<file path="src/rtl/psram_access_arbiter_pkg.sv">
// rtl/psram_access_arbiter_pkg.sv - shared state encoding and command constants
package psram_access_arbiter_types;

  typedef enum logic [7:0] {
    IDLE     = 8'd0,
    GRANT_WR = 8'd1,
    GRANT_RD = 8'd2,
    HOLD     = 8'd3,
    RELEASE  = 8'd4
  } t_state;

  localparam logic MEM_CMD_WRITE = 1'b1;
  localparam logic MEM_CMD_READ  = 1'b0;

endpackage

</file>
<file path="src/rtl/psram_access_arbiter.sv">
// rtl/psram_access_arbiter.sv - round-robin write/read arbiter for the PSRAM command port
// Grants one burst at a time, then holds data-path ownership for TCMD cycles.
module psram_access_arbiter
  import psram_access_arbiter_types::*;
#(
  parameter int TCMD       = 19,
  parameter int ADDR_WIDTH = 21
) (
  input  logic                  clk,
  input  logic                  reset_n,
  input  logic                  mem_init_done,
  input  logic                  wr_rq,
  input  logic [ADDR_WIDTH-1:0] wr_addr,
  output logic                  wr_ack,
  input  logic                  rd_rq,
  input  logic [ADDR_WIDTH-1:0] rd_addr,
  output logic                  rd_ack,
  output logic                  mem_cmd,
  output logic                  mem_cmd_en,
  output logic [ADDR_WIDTH-1:0] mem_addr,
  output logic                  wr_owner,
  output logic                  rd_owner
);

  // GRANT covers the first owner cycle, so HOLD spans the remaining TCMD-1.
  localparam logic [5:0] HOLD_LAST = 6'(TCMD - 2);

  t_state                r_state;
  logic [5:0]            r_hold_cnt;
  logic                  r_last_wr;
  logic                  r_wr_ack;
  logic                  r_rd_ack;
  logic                  r_mem_cmd;
  logic                  r_mem_cmd_en;
  logic [ADDR_WIDTH-1:0] r_mem_addr;
  logic                  r_wr_owner;
  logic                  r_rd_owner;

  logic                  w_req_any;
  logic                  w_pick_wr;

  function automatic logic pick_wr(input logic wr, input logic rd, input logic last_wr);
    return wr & (~rd | ~last_wr);
  endfunction

  assign w_req_any = mem_init_done & (wr_rq | rd_rq);
  assign w_pick_wr = pick_wr(wr_rq, rd_rq, r_last_wr);

  always_ff @(posedge clk or negedge reset_n) begin
    if (!reset_n) begin
      r_state      <= IDLE;
      r_hold_cnt   <= 6'd0;
      r_last_wr    <= 1'b1;
      r_wr_ack     <= 1'b0;
      r_rd_ack     <= 1'b0;
      r_mem_cmd    <= 1'b0;
      r_mem_cmd_en <= 1'b0;
      r_mem_addr   <= '0;
      r_wr_owner   <= 1'b0;
      r_rd_owner   <= 1'b0;
    end else begin
      case (r_state)
        IDLE: begin
          if (w_req_any) begin
            r_mem_cmd_en <= 1'b1;
            r_last_wr    <= w_pick_wr;
            if (w_pick_wr) begin
              r_state    <= GRANT_WR;
              r_wr_ack   <= 1'b1;
              r_wr_owner <= 1'b1;
              r_mem_cmd  <= MEM_CMD_WRITE;
              r_mem_addr <= wr_addr;
            end else begin
              r_state    <= GRANT_RD;
              r_rd_ack   <= 1'b1;
              r_rd_owner <= 1'b1;
              r_mem_cmd  <= MEM_CMD_READ;
              r_mem_addr <= rd_addr;
            end
          end
        end
        GRANT_WR, GRANT_RD: begin
          r_wr_ack     <= 1'b0;
          r_rd_ack     <= 1'b0;
          r_mem_cmd_en <= 1'b0;
          r_hold_cnt   <= 6'd0;
          r_state      <= HOLD;
        end
        HOLD: begin
          if (r_hold_cnt == HOLD_LAST) begin
            r_wr_owner <= 1'b0;
            r_rd_owner <= 1'b0;
            r_state    <= RELEASE;
          end else begin
            r_hold_cnt <= r_hold_cnt + 6'd1;
          end
        end
        RELEASE: begin
          r_state <= IDLE;
        end
        default: begin
          r_wr_ack     <= 1'b0;
          r_rd_ack     <= 1'b0;
          r_mem_cmd_en <= 1'b0;
          r_wr_owner   <= 1'b0;
          r_rd_owner   <= 1'b0;
          r_state      <= IDLE;
        end
      endcase
    end
  end

  assign wr_ack     = r_wr_ack;
  assign rd_ack     = r_rd_ack;
  assign mem_cmd    = r_mem_cmd;
  assign mem_cmd_en = r_mem_cmd_en;
  assign mem_addr   = r_mem_addr;
  assign wr_owner   = r_wr_owner;
  assign rd_owner   = r_rd_owner;

endmodule

</file>
<file path="config.mk">
export PLATFORM = sky130hd
export DESIGN_NAME = psram_access_arbiter
export DESIGN_NICKNAME = d
export VERILOG_FILES = /design/src/rtl/psram_access_arbiter_pkg.sv /design/src/rtl/psram_access_arbiter.sv
export SDC_FILE = /design/constraint.sdc
export NUM_CORES = 1
export LEC_CHECK = 0
export CORE_ASPECT_RATIO = 1.2
export CORE_UTILIZATION = 40
export DETAILED_ROUTE_END_ITERATION = 8
export MAX_ROUTING_LAYER = met4
export PLACE_DENSITY_LB_ADDON = 0.08
export REMOVE_ABC_BUFFERS = 1
export SYNTH_ARGS = -nofsm -noshare
export SYNTH_HDL_FRONTEND = slang
export SYNTH_SLANG_ARGS = --single-unit
</file>
<file path="constraint.sdc">
create_clock -name clk -period 3.95 [get_ports clk]
set_input_delay 0.79 -clock clk [delete_from_list [all_inputs] [get_ports clk]]
set_output_delay 0.79 -clock clk [all_outputs]
set_load 0.02 [all_outputs]
</file>
After elaboration in Yosys (flattened, before gate mapping)
Index checks and enable logic that the tools add are counted.
{"block": "word_totals", "regBits": 42, "output_inout_bits": 27}
{"block": "op_classes", "mux": 19, "bitwise_logic": 8, "reduce_logical": 13, "n_eq_ne": 10, "addsub": 1}
{"cell": "8-bit case mux with 3 select lines", "count": 1}
{"cell": "21-bit 2-to-1 mux", "count": 1}
{"cell": "8-bit by 2-bit == test with 1-bit output (second input constant)", "count": 2}
{"cell": "8-bit 2-to-1 mux", "count": 2}
{"cell": "6-bit case mux with 2 select lines", "count": 1}
{"cell": "2-bit != test (second input constant)", "count": 5}
{"cell": "8-bit by 1-bit == test with 1-bit output (second input constant)", "count": 1}
{"cell": "8-bit by 3-bit == test with 1-bit output (second input constant)", "count": 1}
{"cell": "8-bit zero test", "count": 1}
{"cell": "2-bit AND reduction", "count": 4}
{"cell": "4-bit AND reduction", "count": 2}
{"cell": "1-bit 2-to-1 mux", "count": 7}
{"cell": "6-bit by 1-bit adder with 6-bit output (second input constant)", "count": 1}
{"cell": "6-bit by 5-bit == test with 1-bit output (second input constant)", "count": 1}
{"cell": "6-bit 2-to-1 mux", "count": 1}
{"cell": "1-bit case mux with 2 select lines", "count": 3}
{"cell": "1-bit case mux with 3 select lines", "count": 2}
{"cell": "3-bit AND reduction", "count": 2}
{"cell": "1-bit NOT", "count": 4}
{"cell": "2-bit OR reduction", "count": 2}
{"cell": "3-bit OR reduction", "count": 1}
{"cell": "1-bit AND", "count": 2}
{"cell": "2-bit 2-to-1 mux", "count": 1}
{"cell": "1-bit OR", "count": 2}
{"cell": "2-bit nonzero test", "count": 1}

Logic depth before layout (Yosys ltp)
Gate-level depths: netlist of run 1.
{"block": "logic_depth", "ltp_word": 6, "mapped_depth": 5}

Worst setup path before layout of run 1
Ideal clock, no wire load.
{"block": "synth_path", "path_kind": "input to register", "from": "input wr_rq", "to": "register r_mem_addr[10] (netlist: mem_addr[10])", "t_required_ns": 3.825, "t_arrival_ns": 1.824, "stages": 4, "n_path_buf": 1, "setup_time_ns": 0.125, "path_slack_ns": 2.001, "path_cell_list": "a21boi_4 -> buf_6 -> mux2_4 -> mux2_4"}
{"block": "synth_via", "elab_chain_cells": 3, "word_cells_on_any_way": 5}
{"element": "start, declared", "line_no": "psram_access_arbiter.sv:12", "text": "input logic wr_rq,"}
{"element": "1-bit OR", "line_no": "psram_access_arbiter.sv:46", "text": "assign w_req_any = mem_init_done & (wr_rq | rd_rq);"}
{"element": "1-bit AND", "line_no": "psram_access_arbiter.sv:46"}
{"element": "2-bit AND reduction (no source line)"}
{"element": "end signal, assigned", "line_no": "psram_access_arbiter.sv:72", "text": "r_mem_addr <= wr_addr;"}
{"element": "end signal, assigned", "line_no": "psram_access_arbiter.sv:78", "text": "r_mem_addr <= rd_addr;"}
{"element": "end, declared", "line_no": "psram_access_arbiter.sv:35", "text": "logic [ADDR_WIDTH-1:0] r_mem_addr;"}
Several ways; a longest one is shown, not always the timed one.
A chain may end at the register's enable or synchronous reset.

Worst setup path in the final report of run 1
{"block": "layout_path", "from": "input wr_rq", "to": "register r_mem_addr[3] (netlist: mem_addr[3])"}
Same word-level chain as after synthesis.

==> impl_metrics.ini, run 1 <==
[placement]
dp_slack_ns = 1.05
gp_congestion = 0.705
dp_hpwl_um = 2950
io_buffer_count = 73

[clock_tree]
post_cts_buffers = 0
clock_latency_ns = 0.29
cts_tree = done
cts_sinks = 37
post_cts_resized = 0
cts_buffer_depth = 2
htree_levels = 2
cts.clk_slew.worst_paths_ns = 0.07
cts_root_buffer = clkbuf_8
numCtsBuffers = 5
hold_buffers = 0

[floorplan]
core_area_mm2 = 0.00490
fp.dieH_um = 80.1
io_pins = 74
rows = 28
die_w_um = 67.0
initial_utilization_pct = 41.4
dieArea_mm2 = 0.00537

[global_route]
grt_max_degree = 38
gr-max-usage-layer = met2
grt_pass1_wl_um = 6980
use_met3_pct = 4.40
grt_pass1_vias = 1532
grtUsageTotal_pct = 17.6
grt_overflow = 0
use_met1_pct = 22.8
gr-usage-met2_pct = 26.1
grt_antenna_before_repair = 0

[route]
ant_nets = 0
routedWlPerCell_um = 14.6
remaining_drc_errors = 0
wl_um = 4120
viasPerCell = 5.21
dr.pass1.iters = 4
vias = 1475
drtIter0Drc = 114

[sta]
hold_violations = 0
post-route-min-period_ns = 2.56
slew_viol_final = 0
rsz0062_at_grt = no
fmax_ghz = 0.390
finalCritPeriodShare_pct = 64.8
fin_tns_setup_ns = 0
layout_setup_ws_ns = 1.39
finalClockSkew_ns = 0.00638
tightest_slew_ns = 0.956
finalSetupViolCount = 0
relSlewSlack_pct = 36.1

[worst_setup_path]
crit_fanout = 27
r2r_slack_ns = 2.01
cp.arrival_ns = 2.73
crit_path_end_kind = flip-flop
crit_required_ns = 4.12
r2r-start = r_last_wr
r2r_cells = 3
worstSetupPathType = in2reg
r2r-end = mem_addr[3]
cp-start-kind = primary input

[worst_hold_path]
hp-start = mem_cmd
min_path_type = reg2reg
worstHoldEndpoint = mem_cmd
hold_depth = 1

[power_and_ir_drop]
ir_drop_mv = 0.240
clockPowerShare_pct = 22.7
leakage_uw = 0.00122
p_seq_share_pct = 39.3
p_int_uw = 1010
combPwrFrac_pct = 38.0
netSwitchingFraction_pct = 31.9
pwr_density_cell_mw_per_mm2 = 517
p_switching_uw = 473

[synth]
yosysMostFrequentCell = dfrtp_1
avgSynthCellArea_um2 = 13.6
synthArstFlopShare_pct = 100
ys_ff_latch = 37
synthCells = 149
ys_warn_count = 0
yosysTopAreaCellShare_pct = 44.4
mappedNetlistArea_mm2 = 0.00203
synthTopCellsByArea = dfrtp_1 44%, mux2_4 22%, mux2_2 6.7%
synth.largest_area_cell = dfrtp_1
synth-seq-area-share_pct = 45.7
synthFlopType = dfrtp_1
synth_cell_types = 38
synth-edff-count = 0
yosys-top-cells-count = 36 x dfrtp_1, 30 x mux2_4, 12 x mux2_2, 9 x nand2_1, 7 x o21ai_0

[final_layout]
area_growth_pct = 41.4
drive_gt1_share_pct = 25.1
diodes = 0
finalNetCount = 271

[job]
cap_violations = 0

[status]
outcome = completed
-- cells by family after synthesis --
logic type               Yosys count  synth area share [%]
AO/OA/AOI/OAI                     27                  10.5
AND/OR/NAND/NOR                   30                  8.63
buffers and inverters              9                  4.13
multiplexers                      44                  29.8
adder cells (fa/ha/maj)            2                  1.23
flip-flops                        37                  45.7
-- cell usage in the layout, fill, tap and decap left out, types with 2 or more instances in the layout --
master	n
a2111oi_0	2
a211oi_1	2
a22oi_1	3
a311o_1	2
and2_1	4
clkbuf_8	6
clkdlybuf4s50_1	72
dfrtp_1	36
ha_1	2
inv_1	2
mux2_2	12
mux2_4	30
mux2i_1	2
nand2_1	9
nand3_1	4
nor2_1	3
nor2b_1	3
o21ai_0	7
o2bb2ai_1	2
-- power groups by stage --
stage	clock network, uW	registers, uW	logic, uW
after floorplan	0	651	251
after global placement	0	578	552
after detailed placement	0	584	570
after CTS	346	581	570
after global routing	359	600	609
final	336	583	564
-- per-layer routing --
metal,wire length (um),vias to the layer above,share of wire [%]
met5,0,-,0
met4,59,0,1.4
met3,209,7,5.1
met2,2000,44,48
met1,1860,733,45
li1,-,691,-
-- worst max path at each step --
| stage | end | from | slack [ns] |
|---|---|---|---|
| detailed placement | mem_addr[0] | wr_rq | 1.05 |
| floorplan | mem_addr[3] | wr_rq | 1.79 |
| global placement | mem_addr[3] | wr_rq | 1.11 |
| global route | mem_addr[3] | wr_rq | 1.28 |
| CTS | mem_addr[6] | wr_rq | 1.36 |
| finish | mem_addr[3] | wr_rq | 1.39 |
-- sequential cells by signal, summed over array words and instances, names as in the netlist --
| register | cells |
|---|---|
| mem_addr | 21 |
| r_hold_cnt | 6 |
| r_state | 3 |
| mem_cmd | 1 |
| mem_cmd_en | 1 |
| r_last_wr | 1 |
| rd_ack | 1 |
| rd_owner | 1 |
| wr_ack | 1 |
| wr_owner | 1 |
-- through the flow --
step	cell area (um^2)	instances	utilization (%)	hold slack [ns]	total power, uW
after detailed placement	2760	275	56.2	0.479	1150
after global routing	2870	283	58.5	0.529	1570
after floorplan	1950	142	-	0.485	902
after global placement	2760	275	56.2	0.471	1130
final	2870	283	58.5	0.498	1480
after CTS	2870	283	58.5	0.499	1500
-- final cells by class --
class | count | area (um^2)
clock inverter | 1 | 30.0
timing repair buffer | 73 | 726
tap | 60 | 75.1
clock buffer | 7 | 86.3
multi-input combinational | 103 | 1020
fill | 406 | 2030
inverter | 2 | 7.51
sequential | 37 | 927
-- critical path, cell delays in order --
cell and delay, ns:
clkdlybuf4s50_1 0.49, a21boi_4 0.77, mux2_2 0.41, mux2_2 0.26
No activity file was read; power rests on OpenSTA's default activity.
==> inputs of run 2 (changes only) <==
==> constraint.sdc (replaced) <==
create_clock -name clk -period 2.41 [get_ports clk]
set_input_delay 0.482 -clock clk [delete_from_list [all_inputs] [get_ports clk]]
set_output_delay 0.482 -clock clk [all_outputs]
set_load 0.02 [all_outputs]
==> run 2 against run 1 <==
  * Non-clock buffer count is 2 higher
  * Wire length is 0.78% higher
  * Worst setup slack lost 0.83 ns
  * Critical endpoint unchanged
  * Largest cell class unchanged
==> impl_metrics.ini, run 2 (same netlist as run 1, synthesis figures left out) <==
[clock_tree]
post_cts_resized = 0
cts_root_buffer = clkbuf_8
clock_latency_ns = 0.28
htree_levels = 2
hold_buffers = 0
cts_sinks = 37
post_cts_buffers = 0
numCtsBuffers = 5
cts_tree = done
cts_buffer_depth = 2
cts.clk_slew.worst_paths_ns = 0.07

[floorplan]
rows = 28
initial_utilization_pct = 41.4
core_area_mm2 = 0.00490
dieArea_mm2 = 0.00537
io_pins = 74
die_w_um = 67.0
fp.dieH_um = 80.1

[worst_setup_path]
crit_required_ns = 2.58
crit_path_end_kind = flip-flop
path_buf_inv = 2
cp-start-kind = primary input
crit_fanout = 21
slowest_stage = clkdlybuf4s50_1
worstSetupPathType = in2reg
crit_chain = clkdlybuf4s50_1, o21a_1, and3b_4, buf_12, mux2_2
cp.arrival_ns = 2.02
critPathTopFamily = buffers and inverters
cpPeakStageDelay_ns = 0.53

[status]
outcome = completed

[sta]
slew_viol_final = 0
finalCritPeriodShare_pct = 76.9
finalSetupViolCount = 0
post-route-min-period_ns = 1.85
fmax_ghz = 0.540
hold_violations = 0
finalClockSkew_ns = 0.00306
tightest_slew_ns = 0.846
relSlewSlack_pct = 43.6
fin_tns_setup_ns = 0
rsz0062_at_grt = no

[global_route]
grt_antenna_before_repair = 0
grt_pass1_wl_um = 6830
grtUsageTotal_pct = 17.5
grt_pass1_vias = 1489
grt_max_degree = 38
grt_overflow = 0

[final_layout]
finalNetCount = 273
largest_reg_flops = 21
area_growth_pct = 43.4
fin_util_pct = 59.4
final_common_cell = clkdlybuf4s50_1
fill_cells = 396
drive_gt1_share_pct = 25.8
diodes = 0
layout_common_cells = 72 x clkdlybuf4s50_1, 36 x dfrtp_1, 30 x mux2_4

[route]
vias = 1489
wl_um = 4160
dr.pass1.iters = 4
drtIter0Drc = 94
viasPerCell = 5.22
remaining_drc_errors = 0
ant_nets = 0
routedWlPerCell_um = 14.6

[placement]
dp_hpwl_um = 2980
gp_congestion = 0.744
io_buffer_count = 73

[power_and_ir_drop]
leakage_uw = 0.00123
ir_drop_mv = 0.376
pwr_density_cell_mw_per_mm2 = 841

[job]
cap_violations = 0

[worst_hold_path]
min_path_type = in2async
[run 2: power breakdown]
part	total (uW)	switching, uW	internal (uW)
Clock	555	218	337
Combinational	943	407	536
Sequential	950	159	791
[run 2: area by class of cell]
class / count / area (um^2) / area share (%)
sequential: 37 / 927 / 31.8
clock buffer: 7 / 86.3 / 2.97
timing repair buffer: 75 / 766 / 26.3
inverter: 2 / 7.51 / 0.258
multi-input combinational: 103 / 1020 / 35.0
clock inverter: 1 / 30.0 / 1.03
tap: 60 / 75.1 / 2.58
[run 2: final timing paths]
path / from / slack (ns) / endpoint / cells after the start
max in group asynchronous: reset_n / 1.58 / mem_addr[8] / 1
max: rd_rq / 0.56 / mem_addr[3] / 5
max reg2reg: r_state[2] / 0.76 / mem_addr[3] / 3
min in group clk: mem_cmd / 0.49 / mem_cmd / 1
min: reset_n / 0.30 / mem_cmd / 1
min reg2reg: mem_cmd / 0.49 / mem_cmd / 1
[run 2: metrics by stage]
step / cell area [um^2] / instances / total power [uW] / hold slack (ns) / worst slack [ns]
after floorplan: 1950 / 142 / 1480 / 0.186 / 0.555
after global placement: 2800 / 277 / 1860 / 0.471 / 0.287
after detailed placement: 2800 / 277 / 1900 / 0.481 / 0.265
after CTS: 2910 / 285 / 2470 / 0.326 / 0.565
after global routing: 2910 / 285 / 2600 / 0.346 / 0.529
final: 2910 / 285 / 2450 / 0.298 / 0.557
[run 2: worst register-to-register path, stage by stage, from the launching register on]
cell     delay, ns
dfrtp_1       0.57
and3b_4       0.42
buf_12        0.19
mux2_2        0.36
[run 2: per-layer routing]
layer / wire [um] / track usage (%) / share of wire, % / vias to the layer above
li1: - / - / - / 696
met1: 1750 / 21.0 / 42 / 726
met2: 2070 / 27.6 / 50 / 61
met3: 283 / 5.68 / 6.8 / 6
met4: 51 / 5.53 / 1.2 / 0
met5: 0 / - / 0 / -
==> inputs of run 3 (changes only) <==
==> constraint.sdc (replaced) <==
create_clock -name clk -period 1.8 [get_ports clk]
set_input_delay 0.36 -clock clk [delete_from_list [all_inputs] [get_ports clk]]
set_output_delay 0.36 -clock clk [all_outputs]
set_load 0.02 [all_outputs]
==> run 3 against run 2 <==
  * Sequential cell count is the same
  * Die area is the same
  * Sequential power grew 34%
  * Clock power grew 5.8%
  * Worst setup slack lost 0.46 ns
  * First-iteration DRC count shrank 19%
  * Final cell count grew 3.5%
  * Critical path type unchanged
  * Critical endpoint is now mem_addr[1]
==> impl_metrics.ini, run 3 (same netlist as run 1, synthesis figures left out) <==
[status]
outcome = completed

[worst_setup_path]
crit_fanout = 22
worstSetupPathType = in2reg
crit_path_end_kind = flip-flop
crit_required_ns = 1.96
r2r-start = r_hold_cnt[0]
cp-start-kind = primary input
crit_start = wr_rq
cp.arrival_ns = 1.86

[placement]
io_buffer_count = 73
dp_cells = 287
gp_congestion = 0.768
dp_hpwl_um = 3450
dp_slack_ns = -0.196
place_area_mm2 = 0.00290

[sta]
rsz0062_at_grt = no
fmax_ghz = 0.588
finalCritPeriodShare_pct = 94.5
hold_violations = 0
tightest_slew_ns = 0.443
post-route-min-period_ns = 1.70
finalClockSkew_ns = 0.00279
slew_viol_final = 0
finalSetupViolCount = 0
relSlewSlack_pct = 69.7
layout_setup_ws_ns = 0.0983

[global_route]
grtUsageTotal_pct = 19.1
grt_pass1_wl_um = 7440
grt_pass1_vias = 1609
grt_antenna_before_repair = 0
grt_max_degree = 23
grt_overflow = 0

[floorplan]
io_pins = 74
dieArea_mm2 = 0.00537
rows = 28
core_area_mm2 = 0.00490
initial_utilization_pct = 41.4
fp.dieH_um = 80.1
die_w_um = 67.0

[clock_tree]
post_cts_buffers = 0
clock_latency_ns = 0.27
htree_levels = 2
cts.clk_slew.worst_paths_ns = 0.07
cts_root_buffer = clkbuf_8
post_cts_resized = 0
cts_sinks = 37
numCtsBuffers = 5
cts_buffer_depth = 2
cts_tree = done
hold_buffers = 0

[route]
routedWlPerCell_um = 15.2
ant_nets = 0
vias = 1524
viasPerCell = 5.17
dr.pass1.iters = 4
remaining_drc_errors = 0
drtIter0Drc = 76
wl_um = 4490

[final_layout]
final_common_cell = clkdlybuf4s50_1
area_growth_pct = 47.0
diodes = 0
fin_util_pct = 60.9
largest_reg_flops = 21
fin_cells = 295
finalNetCount = 283
fin_area_mm2 = 0.00299
drive_gt1_share_pct = 28.5
layout_common_cells = 72 x clkdlybuf4s50_1, 36 x dfrtp_1, 30 x mux2_4

[power_and_ir_drop]
combPwrFrac_pct = 41.1
p_switching_uw = 1050
p_int_uw = 2110
clockPowerShare_pct = 18.6
ir_drop_mv = 0.497
p_seq_share_pct = 40.3
leakage_uw = 0.00128
netSwitchingFraction_pct = 33.3
pwr_density_cell_mw_per_mm2 = 1060

[job]
cap_violations = 0

[worst_hold_path]
min_path_type = in2async
## run 3: per-stage QoR
step	hold WS (ns)	TNS, ns	total power [uW]
2_1_floorplan	0.0644	0	1980
6_report	0.0235	0	3160
3_5_place_dp	0.333	-3.75	2590
4_1_cts	0.0290	0	3190
5_1_grt	0.0392	0	3360
3_3_place_gp	0.322	-2.89	2510
## run 3: path summary, 6_finish.rpt
path	endpoint	slack, ns	cells after the start
max reg2reg	r_hold_cnt[0]	0.25	4
min in group clk	mem_cmd	0.50	1
max	mem_addr[1]	0.1	5
max in group asynchronous	mem_addr[14]	1.31	2
min reg2reg	mem_cmd	0.50	1
min	mem_cmd	0.02	1
## run 3: cell type report
cell class / instances / area (um^2)
fill: 403 / 1920
sequential: 37 / 927
tap: 60 / 75.1
clock buffer: 8 / 90.1
timing repair buffer: 85 / 866
multi-input combinational: 103 / 1020
inverter: 2 / 7.51
## run 3: worst max-delay path: stages
cell and delay [ns]:
clkdlybuf4s50_1 0.49, a21boi_4 0.20, buf_12 0.19, mux2_2 0.36, mux2_4 0.26
## run 3: layer usage
| layer | routed length (um) | track usage, % | part of all wire (%) |
|---|---|---|---|
| met2 | 2420 | 31.8 | 54 |
| met1 | 1840 | 22.3 | 41 |
| met5 | 0 | - | 0 |
| met3 | 181 | 3.55 | 4.0 |
| met4 | 43 | 7.66 | 0.96 |
## run 3: power groups by stage
stage	logic (uW)	clock network [uW]	registers (uW)
after floorplan	551	0	1430
after global placement	1250	0	1260
after detailed placement	1300	0	1280
after CTS	1310	609	1270
after global routing	1400	648	1310
final	1300	587	1270
